===== src/rtl/dff_share_arbiter.sv =====
// Round-robin arbiter sharing one n-bit holding register among four requesters.
// A grant loads q on the request edge and owns it for HOLD cycles; requests and data are ignored while owned.
module dff_share_arbiter #(
    parameter int n    = 8,
    parameter int HOLD = 2
) (
    input  logic         clk,
    input  logic         rst_n,
    input  logic [3:0]   req,
    input  logic [n-1:0] din0,
    input  logic [n-1:0] din1,
    input  logic [n-1:0] din2,
    input  logic [n-1:0] din3,
    output logic [3:0]   gnt,
    output logic [3:0]   ack,
    output logic [n-1:0] q,
    output logic [1:0]   owner,
    output logic         busy
);

    typedef enum logic {S_IDLE, S_HOLD} state_t;

    state_t       state, state_nxt;
    logic [1:0]   ptr, ptr_nxt;
    logic [7:0]   cnt, cnt_nxt;
    logic [3:0]   gnt_nxt, ack_nxt;
    logic [n-1:0] q_nxt;
    logic [1:0]   owner_nxt;
    logic         busy_nxt;

    logic         found;
    logic [1:0]   winner;
    logic [n-1:0] win_dat;

    // Scan starts at ptr and wraps through the 2-bit index space.
    always_comb begin
        found  = 1'b0;
        winner = ptr;
        for (int k = 0; k < 4; k++) begin
            if (!found && req[2'(ptr + 2'(k))]) begin
                found  = 1'b1;
                winner = 2'(ptr + 2'(k));
            end
        end
    end

    always_comb begin
        case (winner)
            2'd0:    win_dat = din0;
            2'd1:    win_dat = din1;
            2'd2:    win_dat = din2;
            default: win_dat = din3;
        endcase
    end

    always_comb begin
        state_nxt = state;
        ptr_nxt   = ptr;
        cnt_nxt   = cnt;
        gnt_nxt   = gnt;
        ack_nxt   = 4'b0000;
        q_nxt     = q;
        owner_nxt = owner;
        busy_nxt  = busy;
        case (state)
            S_IDLE: begin
                if (found) begin
                    q_nxt     = win_dat;
                    gnt_nxt   = 4'b0001 << winner;
                    ack_nxt   = 4'b0001 << winner;
                    owner_nxt = winner;
                    busy_nxt  = 1'b1;
                    cnt_nxt   = 8'(HOLD - 1);
                    state_nxt = S_HOLD;
                end
            end
            default: begin
                if (cnt != 8'd0) begin
                    cnt_nxt = cnt - 8'd1;
                end else begin
                    gnt_nxt   = 4'b0000;
                    busy_nxt  = 1'b0;
                    ptr_nxt   = owner + 2'd1;
                    state_nxt = S_IDLE;
                end
            end
        endcase
    end

    always_ff @(posedge clk) begin
        if (!rst_n) begin
            state <= S_IDLE;
            ptr   <= 2'd0;
            cnt   <= 8'd0;
            gnt   <= 4'b0000;
            ack   <= 4'b0000;
            q     <= '0;
            owner <= 2'd0;
            busy  <= 1'b0;
        end else begin
            state <= state_nxt;
            ptr   <= ptr_nxt;
            cnt   <= cnt_nxt;
            gnt   <= gnt_nxt;
            ack   <= ack_nxt;
            q     <= q_nxt;
            owner <= owner_nxt;
            busy  <= busy_nxt;
        end
    end

endmodule


===== config.mk =====
export PLATFORM = sky130hd
export DESIGN_NAME = dff_share_arbiter
export DESIGN_NICKNAME = d
export VERILOG_FILES = /design/src/rtl/dff_share_arbiter.sv
export SDC_FILE = /design/constraint.sdc
export NUM_CORES = 1
export LEC_CHECK = 0
export BUFFER_PORTS_ARGS = -buffer_cell sky130_fd_sc_hd__buf_4
export CORE_MARGIN = 4
export CORE_UTILIZATION = 35
export CTS_CLUSTER_SIZE = 28
export DETAILED_ROUTE_END_ITERATION = 8
export PLACE_DENSITY = 0.69
export RECOVER_POWER = 50
export SLEW_MARGIN = 15
export SYNTH_ARGS = -nofsm -noshare
export SYNTH_HDL_FRONTEND = slang
export SYNTH_SLANG_ARGS = --single-unit

===== constraint.sdc =====
create_clock -name clk -period 2.5 [get_ports clk]
set_clock_uncertainty 0.2 [all_clocks]
set_input_delay 0.375 -clock clk [delete_from_list [all_inputs] [get_ports clk]]
set_output_delay 0.375 -clock clk [all_outputs]
set_load 0.05 [all_outputs]

==> run metrics, run 1 <==
iteration count of the initial detailed-routing pass 4; DRC violations left 0; Multi-input gate area 858 um^2; LEAKAGE 0.855 nW; leading cell types in the layout, fill and taps excluded buf_4 (45), dfxtp_1 (30), clkbuf_1 (20); hold path endpoint ptr[1]; CTS tree done; Cell Area, Synth 1540 um^2; hold depth 2; final worst setup slack 0.447 ns; Initial DRC Count 47; post-synthesis cell type count 38; total CTS buffers 5; Flop pwr share 0.303; DIE HEIGHT 74.3 um; Max Clk Rate 487 MHz; max-cap violations 0; GRT Total Usage 0.170; dominant cells by area after synthesis dfxtp_1 (39%), a32o_1 (7.8%), a211o_1 (4.5%); Synth Area per Inst 8.90 um^2; placed cells 275; clock tree sinks 30; final setup violation count 0; Clock Root Buffer clkbuf_8; post-route clock period utilization 0.821; Final Critical Period 2.05 ns; worst r2r src ptr[0]; post_cts resized 0; Comb power frac 0.525; area leader, netlist dfxtp_1; Final Hold Viols 0; gpl congestion 0.783; vias in the first global route 1609; Max VDD drop 0.574 mV; worst endpoint data arrival time 2.02 ns; CP endpoint kind flip-flop; Die Wd 74.3 um; FF+latch area 601 um^2; Initial Util 0.374; non-filler cells, final 283; total of warnings raised by yosys 0; layout cells sized above 1 0.232; area share of the largest cell type after synthesis 0.390; vias per cell 5.58; worst relative slew slack 0.587; drt total wl 4.25 mm; Port Buf Inserts 56; fill count 424; internal power 1.29 mW; Synth Net Count 212; asr flop ratio synth 0; pwr dens 1180 nW/um^2; Synth Instances 173; die area 5530 um^2; Main synth FF type dfxtp_1; Nets 271; largest net degree at the start of global routing 17; dpl ws 0.289 ns; Final Max Slew Viols 0; # diodes 0; Post-CTS Setup Repair Bufs 0; Area Overhead vs Synth 32.7%; EDFF count, synth 0; Hold/Removal Path Class in2reg; Boundary Pins 57; most common cell after layout, fill and taps aside buf_4; Switching Power 1.12 mW; Synth Register Bits 30; Worst R2R Setup Slack 0.45 ns; Clk Latency, worst-skew pair 0.28 ns; hold buffers post-CTS 0; antenna-violating nets left 0; CP startpoint kind flip-flop; Setup TNS 0 ns; Worst Max-Slew Pin Slew 0.621 ns; RSZ-0062 raised after global routing false; first-pass GRT wire length 7.27 mm; Hold Crit Start rst_n; Max FO, Critical Path 8; status completed; r2r endpoint q[1]; CP Class reg2reg; drt wl/cell 15.0 um; Std-Cell Rows 23; clock network fraction of total power 0.172; Sw Share 0.466; Final HPWL DP 3.16 mm; clock-pin slew on the worst setup and hold paths 0.07 ns; initial antenna violation count 0; Core Box Area 4120 um^2; reg2reg path depth 6; H-tree Lvls 2; vias 1578; CTS Buffer Depth 2; Worst Path Required 2.47 ns; Seq/Total Area, Yosys 0.390; GRT overflow 0
[through the flow]
stage / power [mW] / area [um^2] / hold slack [ns] / utilization
2_1_floorplan: 1.71 / 1540 / 0.280 / -
3_3_place_gp: 2.07 / 2020 / 0.246 / 0.492
3_5_place_dp: 2.09 / 2020 / 0.253 / 0.492
4_1_cts: 2.51 / 2120 / 0.177 / 0.515
5_1_grt: 2.60 / 2040 / 0.202 / 0.497
6_report: 2.41 / 2040 / 0.192 / 0.497
[cell usage after synthesis (2+ instances only)]
library cell   n
o211a_1        3
and4_1         8
or2_1          3
and2_1         2
inv_1          4
a32o_1        12
nor4_1         9
nand4b_1       2
buf_6          2
buf_2          2
nor2b_1        5
o21ai_0        9
nor3_1         8
clkbuf_1       9
nor2_1        11
xor2_1         6
o21ai_1        2
a211o_1        8
a22o_1         2
nand3_1        5
a31oi_1        8
nand2_1        6
dfxtp_1       30
nand4_1        3
[routing by layer]
metal	global-route usage	share of wire	vias up
li1	-	-	791
met1	0.209	0.45	729
met2	0.275	0.46	51
met3	0.0473	0.069	7
met4	0.0791	0.020	0
met5	0	0	-
[critical path: stages, from the launching register on]
cell,delay [ns]
dfxtp_1,0.37
nor3b_1,0.23
or2_1,0.16
nand3_1,0.20
buf_4,0.24
a211o_1,0.29
a32o_1,0.25
[how the worst max path moves through the flow]
| stage | startpoint | endpoint | slack, ns | cells after the start |
|---|---|---|---|---|
| 5_1_grt | ptr[0] | q[1] | 0.30 | 6 |
| 4_1_cts | ptr[0] | q[1] | 0.44 | 6 |
| 2_1_floorplan | req[1] | q[5] | 0.44 | 7 |
| 6_report | ptr[0] | q[1] | 0.45 | 6 |
| 3_5_place_dp | req[0] | q[1] | 0.29 | 7 |
| 3_3_place_gp | req[1] | q[1] | 0.31 | 7 |
[cells by family after synthesis]
logic type / after synthesis / synth area share
adders and majority gates: 1 / 0.00812
AOI/OAI and AO/OA: 50 / 0.252
buffers and inverters: 17 / 0.0528
xor gates and xnor gates: 7 / 0.0398
and+or+nand+nor: 68 / 0.258
DFF: 30 / 0.390
[state kept, by name, indices dropped and copies added, names as in the netlist]
register  flops
cnt           8
q             8
ack           4
gnt           4
owner         2
ptr           2
busy          1
state         1
[layout make-up]
| class | instances | share of cell area |
|---|---|---|
| Clock buffer | 6 | 0.0404 |
| Multi-Input combinational cell | 126 | 0.420 |
| Clock inverter | 2 | 0.00612 |
| Timing Repair Buffer | 65 | 0.202 |
| Sequential cell | 30 | 0.294 |
| Tap cell | 50 | 0.0306 |
| Inverter | 4 | 0.00734 |
[power groups by stage]
stage | clock network (mW) | logic [mW] | registers [mW]
floorplan | 0 | 0.689 | 1.02
global placement | 0 | 1.33 | 0.742
detailed placement | 0 | 1.34 | 0.744
CTS | 0.428 | 1.35 | 0.735
global route | 0.444 | 1.40 | 0.750
finish | 0.414 | 1.27 | 0.732
(Power assumes the default switching activity.)
==> inputs of run 2 (changes only) <==
- clock period: 2.5 -> 2.05 ns (I/O delays scaled with it)
==> run 2 against run 1 <==
Total power is 28% higher. Worst hold slack worse by 0.068 ns. Setup slack worse by 0.31 ns.
==> run metrics, run 2 (synthesis results as in run 1) <==
antenna-violating nets left 0 (unchanged); gpl congestion 0.789 (+0.75%); drt wl/cell 14.3 um (-5.0%); status completed; DIE HEIGHT 74.3 um (unchanged); most common cell after layout, fill and taps aside buf_4; Worst Max-Slew Pin Slew 0.627 ns (+0.00520 ns); Clock Root Buffer clkbuf_8; layout cells sized above 1 0.279 (+0.0476); Flop pwr share 0.294 (-0.009); LEAKAGE 0.929 nW (+8.7%); clock network fraction of total power 0.163 (-0.009); post-route clock period utilization 0.934 (+0.113); clock-pin slew on the worst setup and hold paths 0.07 ns (about the same); worst relative slew slack 0.584 (-0.00345); # diodes 0 (unchanged); drt total wl 4.24 mm (-0.31%); DRC violations left 0 (unchanged); worst r2r src ptr[0]; CP endpoint kind flip-flop; Nets 285 (+5.2%); Final HPWL DP 3.17 mm (+0.13%); RSZ-0062 raised after global routing false; biggest regs cnt x8, q x8; GRT Total Usage 0.166 (-0.00335); Hold/Removal Path Class in2reg; Clk Latency, worst-skew pair 0.28 ns (about the same); largest net degree at the start of global routing 19 (+2); Port Buf Inserts 56 (unchanged); CP startpoint kind flip-flop; final worst setup slack 0.135 ns (-0.312 ns); internal power 1.68 mW (+31%); slowest stage delay, CP 0.34 ns (-0.03 ns); Area Overhead vs Synth 41.7%; die area 5530 um^2 (unchanged); Setup TNS 0 ns (unchanged); iteration count of the initial detailed-routing pass 4 (unchanged); Final Max Slew Viols 0 (unchanged); CTS tree done; Sw Share 0.453 (-0.0132); Final Hold Viols 0 (unchanged); total CTS buffers 5 (unchanged); vias in the first global route 1568 (-2.5%); Die Wd 74.3 um (unchanged); initial antenna violation count 0 (unchanged); vias 1612 (+2.2%); Hold Crit Start rst_n; Max VDD drop 0.748 mV (+30%); Boundary Pins 57 (unchanged); pwr dens 1410 nW/um^2 (+19%); Std-Cell Rows 23 (unchanged); dpl ws -0.0538 ns (-0.343 ns); Switching Power 1.39 mW (+24%); max-cap violations 0 (unchanged); final setup violation count 0 (unchanged); H-tree Lvls 2 (unchanged); Worst R2R Setup Slack 0.13 ns (-0.31 ns); Worst Setup SP ptr[0]; GRT overflow 0 (unchanged); Max Clk Rate 522 MHz (+7.2%); Final Critical Period 1.92 ns (-0.138 ns); Core Box Area 4120 um^2 (unchanged); Comb power frac 0.543 (+0.018); first-pass GRT wire length 7.10 mm (-2.3%); Initial Util 0.374 (unchanged); leading cell types in the layout, fill and taps excluded buf_4 (56), dfxtp_1 (30), clkbuf_1 (21); clock tree sinks 30 (unchanged); CP cell instances nor3b_2, or2_1, buf_4, and4_1, a211o_1, a32o_1; Initial DRC Count 65 (+38%); Worst Path Required 2.02 ns (-0.45 ns); Max FO, Critical Path 7 (-1); worst endpoint data arrival time 1.89 ns (-0.13 ns); vias per cell 5.43 (-2.7%); CP max-delay cell dfxtp_1; CP Class reg2reg; CTS Buffer Depth 2 (unchanged)
==> run 2: cell types whose count changed in the layout (fill, tap and decap cells not counted) <==
cell,delta
nor4_2,+1
buf_4,+11
nor4_1,-1
nor3b_1,-1
buf_12,+2
nor3b_2,+1
clkbuf_1,+1
==> run 2: final cells by class <==
cell class | instances | area (um^2)
clock inverters | 2 | 12.5
well taps | 50 | 62.6
multi-input cells | 126 | 870
fillers | 431 | 1930
repair buffers | 79 | 539
clock buffers | 6 | 82.6
inverters | 4 | 15.0
flip-flops and latches | 30 | 601
==> run 2: worst max-delay path, delay by kind of cell, from the launching register on <==
kind                   cells  cell delay, ns
buffers and inverters      1            0.17
AND/OR/NAND/NOR            3            0.59
AO/OA/AOI/OAI              2            0.51
flip-flops                 1            0.34
==> run 2: path summary, 6_finish.rpt <==
check | to | cells past startpoint
setup / recovery | q[4] | 6
hold reg to reg | gnt[3] | 1
hold / removal | ptr[1] | 2
setup reg to reg | q[4] | 6
==> run 2: per-layer routing <==
metal	share of wire	track usage
met3	0.062	0.0514
met1	0.45	0.209
met2	0.47	0.266
met5	0	0
met4	0.019	0.0672
==> run 2: metrics by stage <==
stage | area (um^2) | std cells | hold slack, ns | total power [mW] | util
2_1_floorplan | 1540 | 173 | 0.280 | 2.08 | -
3_3_place_gp | 2150 | 289 | 0.252 | 2.66 | 0.524
3_5_place_dp | 2150 | 289 | 0.255 | 2.68 | 0.524
4_1_cts | 2250 | 297 | 0.112 | 3.20 | 0.547
5_1_grt | 2180 | 297 | 0.131 | 3.32 | 0.530
6_report | 2180 | 297 | 0.124 | 3.08 | 0.530
==> run 2: power groups by stage <==
stage	clock network, mW	logic (mW)	registers [mW]
after floorplan	0	0.840	1.24
after CTS	0.515	1.78	0.905
final	0.502	1.67	0.905
after global placement	0	1.75	0.910
after global routing	0.540	1.85	0.930
after detailed placement	0	1.76	0.915
==> run 2: repair_timing <==
item / 4_1_cts / 5_1_grt
setup endpoints to repair: 0 / 16
setup buffers: 0 / 0
gates resized for setup: 0 / 2
hold buffers: 0 / 0
==> inputs of run 3 (changes only) <==
- ABC_AREA: not set -> 1
- PLACE_DENSITY: 0.69 -> 0.67
==> run 3 against run 2 <==
The flow now finishes with violations (negative setup slack). Die area increased by 20%. Setup slack got worse by 0.16 ns. Critical endpoint is now q[1]. Synthesized cell count increased by 62%. Global-route usage decreased by 1.3 points. Utilization decreased by 1.3 points. Largest cell class unchanged.
==> run metrics, run 3 <==
status complete, but fails checks; failing checks negative setup slack; worst endpoint data arrival time 2.04 ns (+0.15 ns); hold buffers post-CTS 0 (unchanged); CTS tree done; most common cell after layout, fill and taps aside nand2_1; Clock Root Buffer clkbuf_8; Synth top cells by count nand2_1 (83), dfxtp_1 (30), inv_1 (30); Boundary Pins 57 (unchanged); GRT Total Usage 0.154 (-0.0127); asr flop ratio synth 0 (unchanged); Clk Latency, worst-skew pair 0.28 ns (about the same); Max FO, Critical Path 10 (+3); Seq/Total Area, Yosys 0.318 (-0.0718); Synth Area per Inst 6.72 um^2 (-25%); gpl congestion 0.858 (+8.7%); drt total wl 5.08 mm (+20%); post-synthesis adder-cell area fraction 0.00663 (-0.00150); vias 1990 (+23%); post-synthesis simple-gate area fraction 0.412 (+0.154); total CTS buffers 5 (unchanged); Synth Net Count 320 (+51%); clock-pin slew on the worst setup and hold paths 0.08 ns (about the same); first-pass GRT wire length 7.98 mm (+12%); Worst Path Required 2.02 ns (about the same); Worst Setup SP ptr[0]; DIE HEIGHT 81.4 um (+9.6%); dominant cells by area after synthesis dfxtp_1 (32%), nand2_1 (17%), nand3_1 (7.4%); combinational family with the most area after synthesis simple AND/OR/NAND/NOR gates; layout cells sized above 1 0.317 (+0.0379); EDFF count, synth 0 (unchanged); # diodes 0 (unchanged); Area Overhead vs Synth 41.7% (about the same); Final Critical Period 2.08 ns (+0.160 ns); CP Class reg2reg; Final Hold Viols 0 (unchanged); CP endpoint kind flip-flop; Synth Instances 281 (+62%); CP startpoint kind flip-flop; area leader, netlist dfxtp_1; DRC violations left 0 (unchanged); Std-Cell Rows 26 (+13%); Final Max Slew Viols 0 (unchanged); Die Wd 81.4 um (+9.6%); H-tree Lvls 2 (unchanged); GRT overflow 0 (unchanged); Max Clk Rate 482 MHz (-7.7%); Port Buf Inserts 56 (unchanged); mux cell area share after synthesis 0 (unchanged); Nets 391 (+37%); max-cap violations 0 (unchanged); initial antenna violation count 0 (unchanged); Main synth FF type dfxtp_1; biggest regs cnt x8, q x8; drt wl/cell 12.0 um (-16%); final setup violation count 8 (+8); post-route clock period utilization 1.01 (+0.0780); final worst setup slack -0.0254 ns (-0.160 ns); Synth Area in Compound Gates 0.127 (-0.125); die area 6630 um^2 (+20%); vias in the first global route 1756 (+12%); clock tree sinks 30 (unchanged); CTS Buffer Depth 2 (unchanged); Final HPWL DP 3.64 mm (+15%); Initial DRC Count 152 (+130%); Initial Util 0.365 (-0.00926); Synth Register Bits 30 (unchanged); worst relative slew slack 0.581 (-0.00308); iteration count of the initial detailed-routing pass 4 (unchanged); Core Box Area 5170 um^2 (+26%); worst r2r src ptr[0]; RSZ-0062 raised after global routing true; leading cell types in the layout, fill and taps excluded nand2_1 (74), buf_4 (55), inv_1 (29); largest net degree at the start of global routing 21 (+2); most frequent cell after synthesis nand2_1; Hold/Removal Path Class in2reg; Worst Max-Slew Pin Slew 0.631 ns (+0.00463 ns); vias per cell 4.70 (-13%); antenna-violating nets left 0 (unchanged); Setup TNS -0.0978 ns (-0.0978 ns); Cell Area, Synth 1890 um^2 (+23%); XOR/XNOR Fraction of Synth Area 0.0232 (-0.0166); post-synthesis cell type count 32 (-16%); area share of the largest cell type after synthesis 0.318 (-0.0718); total of warnings raised by yosys 0 (unchanged); end-of-flow core utilization 0.517 (-0.0131); Hold Crit Start rst_n
run 3: cell count changes after synthesis, sizes merged, moves of 7 or more:
cell / change
nand2: +87
nand4: +7
inv: +31
a21oi: +16
a211o: -8
nand3: +24
nor3: -7
nor2: +8
nor4: -8
and4: -8
clkbuf: -7
nand3b: +7
a31oi: -8
a32o: -12
run 3: final cells by class:
class,instances,area [um^2]
Tap cell,70,87.6
Sequential cell,30,606
Multi-Input combinational cell,204,1160
Fill cell,505,2500
Clock inverter,3,45.0
Inverter,36,143
Timing Repair Buffer,75,561
Clock buffer,5,68.8
run 3: per-layer routing:
| metal | global-route usage | wire (um) |
|---|---|---|
| met3 | 0.0461 | 314 |
| met5 | 0 | 0 |
| met4 | 0.0405 | 39 |
| met2 | 0.243 | 2410 |
| met1 | 0.203 | 2320 |
run 3: worst paths after layout:
path            end  slack, ns  depth (start not counted)
min reg2reg  gnt[0]       0.27                          2
min          ptr[1]       0.13                          3
max            q[1]      -0.03                         15
max reg2reg    q[1]      -0.03                         15
run 3: metrics by stage:
stage / setup slack, ns / hold slack, ns / instances / cell area (um^2)
6_report: -0.0254 / 0.128 / 423 / 2680
4_1_cts: 0.0149 / 0.116 / 417 / 2580
5_1_grt: -0.176 / 0.132 / 423 / 2680
3_3_place_gp: -0.0454 / 0.253 / 409 / 2440
3_5_place_dp: -0.0457 / 0.255 / 409 / 2440
2_1_floorplan: 0.0299 / 0.253 / 281 / 1890
run 3: kinds of logic after synthesis:
family / Yosys count
AO/OA/AOI/OAI: 37
buffers and inverters: 47
AND/OR/NAND/NOR: 161
adder cells (fa/ha/maj): 1
flip-flops: 30
XOR/XNOR: 5
run 3: timing repair:
action / 4_1_cts / 5_1_grt
gates resized for setup: 9 / 22
gates cloned: 0 / 2
buffers inserted: 0 / 4
pin swaps: 0 / 9
hold endpoints to repair: 0 / 0
endpoints found under the setup margin: 15 / 17
run 3: critical path, cell delays in order, from the launching register on:
cell and delay [ns]:
dfxtp_4 0.36, inv_4 0.10, nand2_1 0.10, nand2_4 0.12
nand2_1 0.10, o21ai_4 0.10, nand4_4 0.17, nand2_2 0.11
nand2_4 0.07, nand2_8 0.09, buf_6 0.12, nand3b_1 0.07
nand2_1 0.07, inv_1 0.04, nand2_1 0.06, a21oi_1 0.06
Power of run 3 is left out: the tool's default activity adds up to more than one toggle a clock period on the data nets, which glitch-free logic cannot reach.
